## src/rtl/cordic_xyz_stage.sv

```systemverilog
// cordic_xyz_stage: one CORDIC micro-rotation updating x, y and z together
// (circular / linear / hyperbolic, rotation or vectoring, mode 11 pass-through).
// Latency: 1 cycle; 2 cycles for hyperbolic transactions when HYP_REPEAT = 1.
// Backpressure: in_ready = 0 while the output is stalled or a repeat is in flight.
// Build option: define CORDIC_SAT_EN for saturating add/sub (default is W-bit wrap).
// Parameters: W (datapath width), SHIFT (iteration index), HYP_REPEAT (1 = run hyperbolic twice).
// Ports: clock, reset_n (async, active-low);
//        in_valid/in_ready/in_mode/in_vect/in_x/in_y/in_z/atan_val  - upstream handshake + operands;
//        out_valid/out_ready/out_x/out_y/out_z/out_mode/out_vect    - registered result + sideband.
module cordic_xyz_stage #(
   parameter int W          = 32,
   parameter int SHIFT      = 0,
   parameter int HYP_REPEAT = 0
) (
   input  logic         clock,
   input  logic         reset_n,
   input  logic         in_valid,
   output logic         in_ready,
   input  logic [1:0]   in_mode,
   input  logic         in_vect,
   input  logic [W-1:0] in_x,
   input  logic [W-1:0] in_y,
   input  logic [W-1:0] in_z,
   input  logic [W-1:0] atan_val,
   output logic         out_valid,
   input  logic         out_ready,
   output logic [W-1:0] out_x,
   output logic [W-1:0] out_y,
   output logic [W-1:0] out_z,
   output logic [1:0]   out_mode,
   output logic         out_vect
);

   localparam logic [1:0] MODE_CIRC = 2'b00;
   localparam logic [1:0] MODE_LIN  = 2'b01;
   localparam logic [1:0] MODE_HYP  = 2'b10;
   localparam logic       REP_EN    = (HYP_REPEAT != 0);

   typedef struct packed {
      logic [W-1:0] x;
      logic [W-1:0] y;
      logic [W-1:0] z;
   } xyz_t;

   typedef enum logic [1:0] {
      IDLE = 2'd0,
      HOLD = 2'd1,
      REP  = 2'd2
   } state_t;

   // a + b (sub = 0) or a - b (sub = 1), two's complement.
   function automatic logic [W-1:0] addsub(input logic [W-1:0] a,
                                           input logic [W-1:0] b,
                                           input logic         sub);
`ifdef CORDIC_SAT_EN
      logic [W:0] s;
      // One guard bit: the true result always fits in W+1 bits, so a
      // mismatch between the top two bits flags signed overflow.
      s = sub ? ({a[W-1], a} - {b[W-1], b}) : ({a[W-1], a} + {b[W-1], b});
      if (s[W] != s[W-1]) begin
         addsub = s[W] ? {1'b1, {(W-1){1'b0}}} : {1'b0, {(W-1){1'b1}}};
      end else begin
         addsub = s[W-1:0];
      end
`else
      addsub = sub ? (a - b) : (a + b);
`endif
   endfunction

   // One micro-rotation. d_pos = 1 means d = +1.
   function automatic xyz_t do_pass(input logic [1:0]   mode,
                                    input logic         vect,
                                    input xyz_t         v,
                                    input logic [W-1:0] atan);
      xyz_t         r;
      logic [W-1:0] xs;
      logic [W-1:0] ys;
      logic         d_pos;
      xs    = $signed(v.x) >>> SHIFT;
      ys    = $signed(v.y) >>> SHIFT;
      d_pos = vect ? v.y[W-1] : ~v.z[W-1];
      r     = v;
      case (mode)
         MODE_CIRC: begin
            r.x = addsub(v.x, ys, d_pos);
            r.y = addsub(v.y, xs, ~d_pos);
            r.z = addsub(v.z, atan, d_pos);
         end
         MODE_LIN: begin
            r.y = addsub(v.y, xs, ~d_pos);
            r.z = addsub(v.z, atan, d_pos);
         end
         MODE_HYP: begin
            r.x = addsub(v.x, ys, ~d_pos);
            r.y = addsub(v.y, xs, ~d_pos);
            r.z = addsub(v.z, atan, d_pos);
         end
         default: r = v;
      endcase
      return r;
   endfunction

   state_t       state_q, state_d;
   xyz_t         out_q, out_d;
   logic [1:0]   omode_q, omode_d;
   logic         ovect_q, ovect_d;
   // Pass-1 result of a repeated hyperbolic transaction plus its sideband.
   xyz_t         rep_q, rep_d;
   logic [1:0]   rmode_q, rmode_d;
   logic         rvect_q, rvect_d;
   logic [W-1:0] ratan_q, ratan_d;

   xyz_t pass_in;
   xyz_t pass_rep;
   logic slot_free;
   logic accept;
   logic rep_start;

   assign pass_in   = do_pass(in_mode, in_vect, {in_x, in_y, in_z}, atan_val);
   assign pass_rep  = do_pass(rmode_q, rvect_q, rep_q, ratan_q);

   assign out_valid = (state_q == HOLD);
   assign slot_free = !out_valid || out_ready;
   assign in_ready  = (state_q != REP) && slot_free;
   assign accept    = in_valid && in_ready;
   assign rep_start = REP_EN && (in_mode == MODE_HYP);

   always_comb begin
      state_d = state_q;
      out_d   = out_q;
      omode_d = omode_q;
      ovect_d = ovect_q;
      rep_d   = rep_q;
      rmode_d = rmode_q;
      rvect_d = rvect_q;
      ratan_d = ratan_q;
      case (state_q)
         IDLE, HOLD: begin
            if (accept) begin
               if (rep_start) begin
                  // In HOLD an accept implies out_ready, so the old result
                  // leaves this edge and the output slot is empty during REP.
                  rep_d   = pass_in;
                  rmode_d = in_mode;
                  rvect_d = in_vect;
                  ratan_d = atan_val;
                  state_d = REP;
               end else begin
                  out_d   = pass_in;
                  omode_d = in_mode;
                  ovect_d = in_vect;
                  state_d = HOLD;
               end
            end else if ((state_q == HOLD) && out_ready) begin
               state_d = IDLE;
            end
         end
         REP: begin
            if (slot_free) begin
               out_d   = pass_rep;
               omode_d = rmode_q;
               ovect_d = rvect_q;
               state_d = HOLD;
            end
         end
         default: state_d = IDLE;
      endcase
   end

   always_ff @(posedge clock or negedge reset_n) begin
      if (!reset_n) begin
         state_q <= IDLE;
         out_q   <= '0;
         omode_q <= '0;
         ovect_q <= 1'b0;
         rep_q   <= '0;
         rmode_q <= '0;
         rvect_q <= 1'b0;
         ratan_q <= '0;
      end else begin
         state_q <= state_d;
         out_q   <= out_d;
         omode_q <= omode_d;
         ovect_q <= ovect_d;
         rep_q   <= rep_d;
         rmode_q <= rmode_d;
         rvect_q <= rvect_d;
         ratan_q <= ratan_d;
      end
   end

   assign out_x    = out_q.x;
   assign out_y    = out_q.y;
   assign out_z    = out_q.z;
   assign out_mode = omode_q;
   assign out_vect = ovect_q;

endmodule

```

## config.mk

```make
export PLATFORM = sky130hd
export DESIGN_NAME = cordic_xyz_stage
export DESIGN_NICKNAME = d
export VERILOG_FILES = /design/src/rtl/cordic_xyz_stage.sv
export SDC_FILE = /design/constraint.sdc
export NUM_CORES = 1
export LEC_CHECK = 0
export CAP_MARGIN = 20
export CORE_UTILIZATION = 70
export CTS_CLUSTER_DIAMETER = 100
export DETAILED_ROUTE_END_ITERATION = 6
export DONT_BUFFER_PORTS = 1
export PLACE_DENSITY = 0.86
export RECOVER_POWER = 25
export SYNTH_ARGS = -nofsm -noshare
export SYNTH_HDL_FRONTEND = slang
export SYNTH_SLANG_ARGS = --single-unit
```

## constraint.sdc

```tcl
create_clock -name clock -period 3.6 [get_ports clock]
set_input_delay 0.54 -clock clock [delete_from_list [all_inputs] [get_ports clock]]
set_output_delay 0.54 -clock clock [all_outputs]
set_load 0.05 [all_outputs]
```

==> metrics.txt, run 1 <==
crit path max fanout 3; clk root buf clkbuf_16; failing checks DRC, capacitance limit, slew limit, setup timing; Total GRT Usage between 50 and 60%; sequential fraction of the synthesis area 20.73%; FF+latch count, synth 100; maximum vdd ir drop 0.0003377 V; library cells used by synthesis 87; CTS H-tree lvls 3; area delta synth->final 15.09%; Pleak 0.006423 uW; 1st-pass router iterations 7; Worst EP arrival between 4 and 5 ns; Synth async-reset ratio 100.0%; syn_area_per_cell 7.394 sq um; post-route clock period utilization 119.0%; synthesized area 0.01207 sq mm; switching power 3284 uW; clock power share 17.6%; power density over cell area 454.9 mW/mm^2; Total Negative Setup Slacks -7.216 ns; Synth warnings 0; via count 14060; DRC 15; Worst Hold Slack 0.2551 ns; post-DP HPWL 32.09 mm; Std-Cell Rows 47; status finished with violations; Crit. End Element flip-flop; routed length per instance 24.38 microns; Slew HR -79.73%; hold crit path type primary input to flip-flop; total routed wirelength 47.42 mm; GPL Wtd Cong 0.9831; share of cells above drive strength 1 between 15 and 20%; number of global-route vias before repair 13440; Worst EP required 3.91 ns; number of synthesized flops with an enable pin 0; Synth Instances 1633; antenna violations before repair 3; routed vias/inst 7.226; CTS Buffer Depth 2; Starting DRT DRC Count 2098; Fmax 233.4 MHz; final hold vios 0; cell-internal power between 3000 and 4000 uW; number of max-cap violations 1; WS Path Type primary input to flip-flop; Die Y 133.3 microns; core area 0.01670 sq mm; global route overflow 0; Worst setup SP type primary input; clk sinks 100; CTS buffer count 9; number of diodes 0; largest net degree at the start of global routing slightly above 100; post-place setup slack -0.7742 ns; actual slew at the worst max-slew pin ~2.7 ns; fin util 83.20%; fin. max-slew vios 101; worst clock skew 0.01337 ns; RSZ-0062 raised after global routing yes; # IOs ~240; clock-pin slew on the worst setup and hold paths roughly 0.09 ns; Layout Nets slightly below 2000; Clock Latency Late Sink between 0.3 and 0.4 ns; first-pass GRT wire length 69.83 mm; PortBufs 0; Final ANT Viol Nets 0; Sw Ratio 51.94%; CTS tree done; minimum clock period 4.285 ns; Reg power frac 39.5%; final setup violation count 17; Most used DFF post-synth dfrtp_1; Die X 133.3 microns; Die ar. 0.01778 sq mm; Setup WS post-layout -0.6852 ns; Comb pwr share a little over two fifths; starting density of the core 72.30%; syn nets 1897
==> final cells by class <==
| type | instances | area, sq um |
|---|---|---|
| multi-input cells | 1342 | 9194 |
| fillers | 1014 | 2805 |
| flip-flops and latches | 100 | 2502 |
| repair buffers | 160 | 1210 |
| inverters | 107 | 401.6 |
| well taps | 220 | 275.3 |
| clock buffers | 10 | 229.0 |
| clock inverters | 6 | 83.83 |
==> cell usage in the layout, fill, tap and decap left out, types with 10 or more instances in the layout <==
cell	n
o21bai_1	25
dfrtp_1	100
xor2_1	26
buf_4	156
inv_1	97
nor2_1	162
and3_1	20
a21o_1	31
o21a_1	16
nor2b_1	13
xnor2_1	74
o31ai_1	10
or3_1	13
mux2i_1	23
o21ai_0	135
a21oi_1	189
nand3_1	23
nand2b_1	19
a31oi_1	29
nand2_1	141
o21ai_1	16
nor3_1	46
ha_1	125
==> kinds of logic after synthesis <==
group                    Yosys count  share of synthesized area (%)
adder cells (fa/ha/maj)          129                          13.62
buffers and inverters            191                          6.155
AND/OR/NAND/NOR                  506                          19.93
flip-flops                       100                          20.73
AO/OA/AOI/OAI                    575                          29.72
multiplexers                      25                          2.093
XOR/XNOR                         107                          7.762
==> final timing paths <==
kind | depth (start not counted) | to | slack [ns] | startpoint
worst max-delay path | 17 | out_z[31] | -0.69 | atan_val[9]
worst min-delay path | 2 | out_mode[1] | 0.26 | in_mode[1]
worst max register to register | 6 | out_x[21] | 1.33 | state_q[0]
worst min register to register | 2 | out_mode[1] | 0.78 | out_mode[1]
max in group asynchronous | 1 | out_x[25] | 1.01 | reset_n
min in group asynchronous | 1 | out_z[13] | 1.02 | reset_n
==> critical path, cell delays in order <==
cell and delay, ns:
or3_1 0.52, nor4_4 0.52, buf_4 0.30, nand2_2 0.08
o41ai_2 0.23, xor2_1 0.19, ha_1 0.27, o21a_1 0.17
o211ai_1 0.15, a31oi_1 0.07, a211o_1 0.31, a31oi_1 0.21
o21ai_2 0.11, a221o_1 0.31, xnor2_1 0.14, or3_1 0.30
a31oi_1 0.16
==> synth_stat cells (all sizes together), types with 5 or more instances <==
| master | instances | area, sq um |
|---|---|---|
| a21o | 31 | 232.7 |
| a2111oi | 5 | 62.56 |
| and2 | 9 | 57.56 |
| a221oi | 5 | 56.31 |
| o31ai | 13 | 102.6 |
| a211oi | 10 | 75.07 |
| nand2 | 147 | 556.8 |
| dfrtp | 100 | 2502 |
| xnor2 | 80 | 700.7 |
| a211o | 7 | 61.31 |
| nor2 | 168 | 630.6 |
| ha | 125 | 1564 |
| or2 | 7 | 43.80 |
| buf | 24 | 116.4 |
| o21a | 17 | 127.6 |
| o211ai | 10 | 80.07 |
| or3 | 13 | 81.33 |
| o41ai | 11 | 118.9 |
| nand4 | 10 | 83.83 |
| nand3 | 23 | 115.1 |
| clkbuf | 60 | 225.2 |
| a221o | 5 | 50.05 |
| and3 | 21 | 131.4 |
| inv | 103 | 386.6 |
| o21bai | 26 | 195.2 |
| xor2 | 27 | 236.5 |
| nor4 | 13 | 130.1 |
| mux2i | 23 | 230.2 |
| a31oi | 33 | 221.5 |
| a21boi | 5 | 41.29 |
| nor2b | 13 | 81.33 |
| a21oi | 194 | 978.4 |
| nand2b | 20 | 125.1 |
| o22ai | 7 | 43.79 |
| o21ai | 160 | 804.5 |
| nor3 | 49 | 256.5 |
==> registers in the layout (all words and copies together) (netlist names) <==
register and flops:
out_mode 2, out_vect 1, out_x 32, out_y 32
out_z 32, state_q 1
==> per-stage QoR <==
stage	cell area [sq um]	std cells	power, uW
5_1_grt	13900	1945	6541
2_1_floorplan	12200	1633	4084
6_report	13900	1945	6322
3_3_place_gp	13220	1918	4752
3_5_place_dp	13220	1918	4857
4_1_cts	13750	1943	6004
==> power by group through the flow <==
stage | clock network [uW] | registers (uW) | logic [uW]
final | 1110 | 2500 | 2710
after global routing | 1140 | 2510 | 2890
after CTS | 1070 | 2470 | 2460
after detailed placement | 0 | 2500 | 2360
after global placement | 0 | 2490 | 2260
after floorplan | 0 | 2410 | 1670
==> layer usage <==
layer | global-route usage [%] | wire, microns
met2 | 79.02 | 20940
met4 | 35.42 | 3874
met5 | 0 | 10
met3 | 16.44 | 6615
met1 | 58.38 | 15980
==> repair_timing <==
| item | in CTS | in global routing |
|---|---|---|
| pin swaps | 26 | 33 |
| gates cloned | 0 | 0 |
| gates resized for setup | 28 | 32 |
| hold buffers | 1 | 0 |
| setup buffers | 8 | 3 |
| endpoints found under the setup margin | 18 | 20 |
| hold endpoints to repair | 100 | 0 |
Power figures use the tool's default switching activity.
==> run 2, diff against run 1 <==
Settings changed: ABC_AREA set to 1, CELL_PAD_IN_SITES_DETAIL_PLACEMENT set to 0, CELL_PAD_IN_SITES_GLOBAL_PLACEMENT set to 1, CORE_UTILIZATION 70 to 49, PLACE_DENSITY 0.86 to unset, PLACE_DENSITY_LB_ADDON set to 0.1.
==> run 2 against run 1 <==
Net effect: worst hold slack improved by 0.029 ns; area after synthesis increased by 24%; the flow finishes with violations (capacitance limit, slew limit); synthesized cell count increased by 60%; combinational power decreased by 2%; clock power about the same; critical endpoint is now out_z[25].
==> metrics.txt, run 2 <==
most common cell in the netlist nand2_1; number of global-route vias before repair 16120; GPL Wtd Cong 1.026; number of max-cap violations 1; sequential fraction of the synthesis area between 15 and 20%; # IOs 236; Worst EP required 3.88 ns; top layer in use met4; Pleak about 0.0086 uW; area delta synth->final 3.625%; Die X approximately 180 microns; first-pass GRT wire length 90.30 mm; CTS Buffer Depth 2; 1st-pass router iterations 6; fin. max-slew vios around 100; RSZ-0062 raised after global routing no; clock-pin slew on the worst setup and hold paths 0.08 ns; final hold vios 0; hold crit path type primary input to flip-flop; Synth async-reset ratio 100.0%; synthesized area 0.01494 sq mm; Slew HR -82.42%; Fmax 314.3 MHz; final setup violation count 0; number of diodes 0; Starting DRT DRC Count approximately 1500; fill cell count 3271; WS Path Type primary input to flip-flop; Final ANT Viol Nets 0; routed vias/inst 5.670; clk root buf clkbuf_16; Synth area leader nand2_1; Synth top cells by count nand2_1, inv_1, nand3_1; status finished with violations; Clock Latency Late Sink 0.41 ns; Die ar. 0.03120 sq mm; share of cells above drive strength 1 4.370%; Worst setup SP type primary input; routed metal-1 wirelength roughly 24 mm; routed length per instance slightly above 20 microns; Total Negative Setup Slacks 0 ns; Std-Cell Rows 63; Synth top area share between 20 and 25%; # resized after CTS 0; Synth Instances 2613; Synth warnings 0; library cells used by synthesis 47; CTS H-tree lvls 3; actual slew at the worst max-slew pin 2.736 ns; largest net degree at the start of global routing 124; post-place setup slack slightly above 0.08 ns; WHS Path Cells 2; CTS tree done; Setup WS post-layout ~0.42 ns; top area cells in the synthesized netlist nand2_1, dfrtp_1, inv_1; total routed wirelength roughly 60 mm; syn_area_per_cell between 5 and 6 sq um; CTS buffer count 9; Worst R2R Path Depth 7; core area 0.02980 sq mm; Worst EP arrival 3.46 ns; post-route clock period utilization approximately nine tenths; met3 WL 5.358 mm; leading cell type in the layout, fill and taps excluded nand2_1; maximum vdd ir drop 0.0003410 V; Hold-fix buffers, CTS 1; crit path max fanout 4; FF+latch count, synth 100; minimum clock period 3.181 ns; Most used DFF post-synth dfrtp_1; DRC 0; Layout Nets ~2800; Post-CTS Setup Bufs 0; global route overflow 0; starting density of the core 50.16%; most frequent cells in the layout nand2_1, inv_1, nand3_1, a21oi_1, nor2_1; power density over cell area 399.1 mW/mm^2; post-DP HPWL 47.08 mm; syn nets around 2900; PortBufs 0; clk sinks 100; Crit. End Element flip-flop; Total GRT Usage 38.35%; number of synthesized flops with an enable pin 0; via count 16740; failing checks capacitance limit, slew limit; Die Y 176.6 microns; worst clock skew 0.01686 ns; met2 WL post-DR between 20 and 30 mm; antenna violations before repair 1
run 2: changes by cell type after synthesis, sizes merged, moves of 21 or more:
cell / previous run / this run
nand3: 23 / 260
nor3: 49 / 21
a31oi: 33 / 0
nand2: 147 / 812
a21o: 31 / 10
buf: 24 / 49
nor2: 168 / 216
mux2i: 23 / 0
xor2: 27 / 56
xnor2: 80 / 20
inv: 103 / 426
run 2: where the power goes:
part           internal [uW]  switching, uW  total (uW)
Combinational            864           1800        2660
Clock                    503            584        1090
Sequential              1350           1090        2430
run 2: metrics by stage:
step           hold slack (ns)  util [%]  instance area (sq um)  power, uW  instances
2_1_floorplan           0.2444         -                  14940       4301       2613
3_3_place_gp            0.2465     50.97                  15190       4996       2936
3_5_place_dp            0.2467     50.97                  15190       5029       2936
4_1_cts                0.07395     52.05                  15510       6154       2953
5_1_grt                 0.2950     51.97                  15490       6554       2953
6_report                0.2837     51.97                  15490       6181       2953
run 2: area by class of cell:
cell class / count / area, sq um / share of cell area (%)
inverters: 427 / 1604 / 10.36
flip-flops and latches: 100 / 2502 / 16.16
clock inverters: 6 / 53.80 / 0.3474
clock buffers: 10 / 239.0 / 1.543
well taps: 390 / 488.0 / 3.151
multi-input cells: 1994 / 10380 / 67.04
repair buffers: 26 / 217.7 / 1.406
run 2: kinds of logic (layout without fill, tap and decap cells):
kind of cell / Yosys count / in the layout / share of synthesized area, %
XOR/XNOR: 76 / 76 / 4.504
AND/OR/NAND/NOR: 1370 / 1370 / 38.61
flip-flops: 100 / 100 / 16.74
buffers and inverters: 519 / 469 / 13.91
adder cells (fa/ha/maj): 129 / 129 / 11.00
AO/OA/AOI/OAI: 419 / 419 / 15.23
run 2: path summary, 6_finish.rpt:
check | from | endpoint | slack [ns]
max in group asynchronous | reset_n | out_z[13] | 1.00
setup reg to reg | state_q[0] | out_x[6] | 1.02
hold / removal | in_z[1] | out_z[1] | 0.28
setup / recovery | atan_val[4] | out_z[25] | 0.42
hold reg to reg | out_z[13] | out_z[13] | 0.80
min in group asynchronous | reset_n | out_y[16] | 0.98
run 2: layer usage:
metal	up-vias	global-route usage, %
met5	-	0
met4	0	21.80
met3	135	7.625
met2	765	61.94
met1	7672	47.50
li1	8172	-
run 2: critical path, stage by stage:
cell	delay (ns)
nor2_1	0.12
nand3_1	0.13
nand3b_4	0.20
nor2_1	0.17
nand2_1	0.09
nand2_1	0.12
o21ai_2	0.08
xor2_1	0.26
ha_1	0.33
a21o_1	0.20
a21boi_0	0.48
nand2_1	0.12
nor2_1	0.12
nand2_1	0.10
xor2_1	0.16
o21ai_0	0.17
nand2_1	0.07
==> run 3, diff against run 2 <==
Settings changed: ABC_AREA 1 to unset, CORE_UTILIZATION 49 to 52.
==> run 3 against run 2 <==
Net effect: the flow finishes with violations (capacitance limit, slew limit, setup timing); largest power group unchanged; clock skew fell by 0.0024 ns; critical path depth unchanged; combinational power fell by 5%; global-route usage fell by 4.6 points; final area shrank 9.8%.
==> metrics.txt, run 3 (synthesis results as in run 1) <==
Final ANT Viol Nets 0; routed vias/inst 6.136; Slew HR -78.72%; Layout Nets 1987; CTS buffer count 9; status finished with violations; Worst EP arrival 4.01 ns; number of diodes 0; 1st-pass router iterations 5; number of global-route vias before repair 11820; GPL Wtd Cong between 0.9 and 1; crit path max fanout 5; core area 0.02271 sq mm; Starting DRT DRC Count ~1000; maximum vdd ir drop roughly 0.00021 V; Crit. End Element flip-flop; Fmax 269.4 MHz; global route overflow 0; WS Path Type primary input to flip-flop; final setup violation count 3; routed length per instance 20.12 microns; # IOs 236; post-DP HPWL 31.19 mm; Die ar. 0.02383 sq mm; PortBufs 0; worst clock skew 0.01443 ns; fin. max-slew vios roughly 100; CTS H-tree lvls 3; post-route clock period utilization 103.1%; Clock Latency Late Sink 0.37 ns; first-pass GRT wire length 63.74 mm; Std-Cell Rows 55; CTS Buffer Depth 2; via count 12350; most frequent cells in the layout a21oi_1, nor2_1, buf_4, nand2_1, o21ai_0; Total GRT Usage ~34%; dpl cell area 0.01342 sq mm; Pleak 0.006447 uW; Worst setup SP type primary input; minimum clock period 3.713 ns; RSZ-0062 raised after global routing yes; clk sinks 100; number of max-cap violations 1; Die X 154.4 microns; CTS tree done; power density over cell area roughly 430 mW/mm^2; clk root buf clkbuf_16; leading cell type in the layout, fill and taps excluded a21oi_1; total routed wirelength ~41 mm; final hold vios 0; DRC 0; clock-pin slew on the worst setup and hold paths 0.09 ns; antenna violations before repair 0; fin util 61.53%; actual slew at the worst max-slew pin roughly 2.7 ns; starting density of the core 53.17%; Worst EP required approximately 3.9 ns; largest net degree at the start of global routing 101; Setup WS post-layout -0.1126 ns; Final Cell Area ~0.014 sq mm; area delta synth->final 15.72%; Die Y 154.4 microns; share of cells above drive strength 1 15.45%; hold crit path type primary input to flip-flop; failing checks capacitance limit, slew limit, setup timing
==> run 3: cell types whose count changed in the layout (fill, tap and decap cells not counted), sizes merged, moves of 21 or more <==
cell / before / now
a21o: 10 / 31
a31oi: 0 / 33
buf: 25 / 162
inv: 428 / 104
mux2i: 0 / 23
nand2: 812 / 147
nand3: 260 / 23
nor2: 216 / 168
nor3: 21 / 49
xnor2: 20 / 80
xor2: 56 / 27
==> run 3: layout make-up <==
class	instances	area (sq um)
Fill cell	2114	8737
Inverter	107	401.6
Multi-Input combinational cell	1342	9133
Sequential cell	100	2502
Clock buffer	11	232.7
Tap cell	285	356.6
Timing Repair Buffer	163	1299
Clock inverter	5	47.55
==> run 3: final timing paths <==
check,startpoint,endpoint,slack [ns],depth (start not counted)
hold reg to reg,out_x[28],out_x[28],0.78,2
max in group asynchronous,reset_n,out_x[28],1.01,1
setup / recovery,atan_val[3],out_z[31],-0.11,17
setup reg to reg,state_q[0],out_y[8],1.08,4
min in group asynchronous,reset_n,out_x[2],0.99,1
hold / removal,in_valid,state_q[0],0.28,1
==> run 3: repair_timing <==
| item | CTS | global route |
|---|---|---|
| endpoints found under the setup margin | 12 | 17 |
| endpoints found under the hold margin | 100 | 0 |
| pin swaps | 19 | 23 |
| setup buffers | 4 | 4 |
| hold buffers | 1 | 0 |
| resized for setup | 15 | 39 |
==> run 3: where the power goes <==
group          internal [uW]  switching, uW
Combinational           1130           1410
Sequential              1350           1110
Clock                    482            512
Total                   2970           3030
==> run 3: through the flow <==
stage | TNS, ns | power [uW] | cells | hold slack (ns) | worst slack [ns]
floorplan | -2.588 | 4084 | 1633 | 0.2444 | -0.4538
global placement | -6.011 | 4828 | 1990 | 0.2470 | -0.5858
detailed placement | -7.613 | 4858 | 1990 | 0.2468 | -0.6781
CTS | -0.1578 | 5904 | 2011 | 0.1415 | -0.1014
global route | -1.443 | 6341 | 2013 | 0.2844 | -0.2736
finish | -0.1659 | 5999 | 2013 | 0.2753 | -0.1126
==> run 3: worst max-delay path, cell delays in order <==
cell and delay (ns):
or4_4 0.56, nor2_4 0.12, and2_4 0.17, nand2_2 0.06, o41ai_2 0.23, xor2_1 0.18
ha_1 0.26, o21a_1 0.17, o211ai_1 0.17, a31oi_1 0.07, a211o_1 0.29, a31oi_1 0.16
o21ai_2 0.10, a221o_1 0.31, xnor2_1 0.13, or3_1 0.30, a31oi_1 0.16
==> run 3: routing by layer <==
layer	part of all wire (%)	vias up	global-route usage [%]	routed length, microns
met5	0	-	0	0
met4	2.8	0	11.27	1118
met3	8.3	69	6.669	3355
met2	44	526	54.03	18020
met1	44	5781	45.43	18010
li1	-	5975	-	-
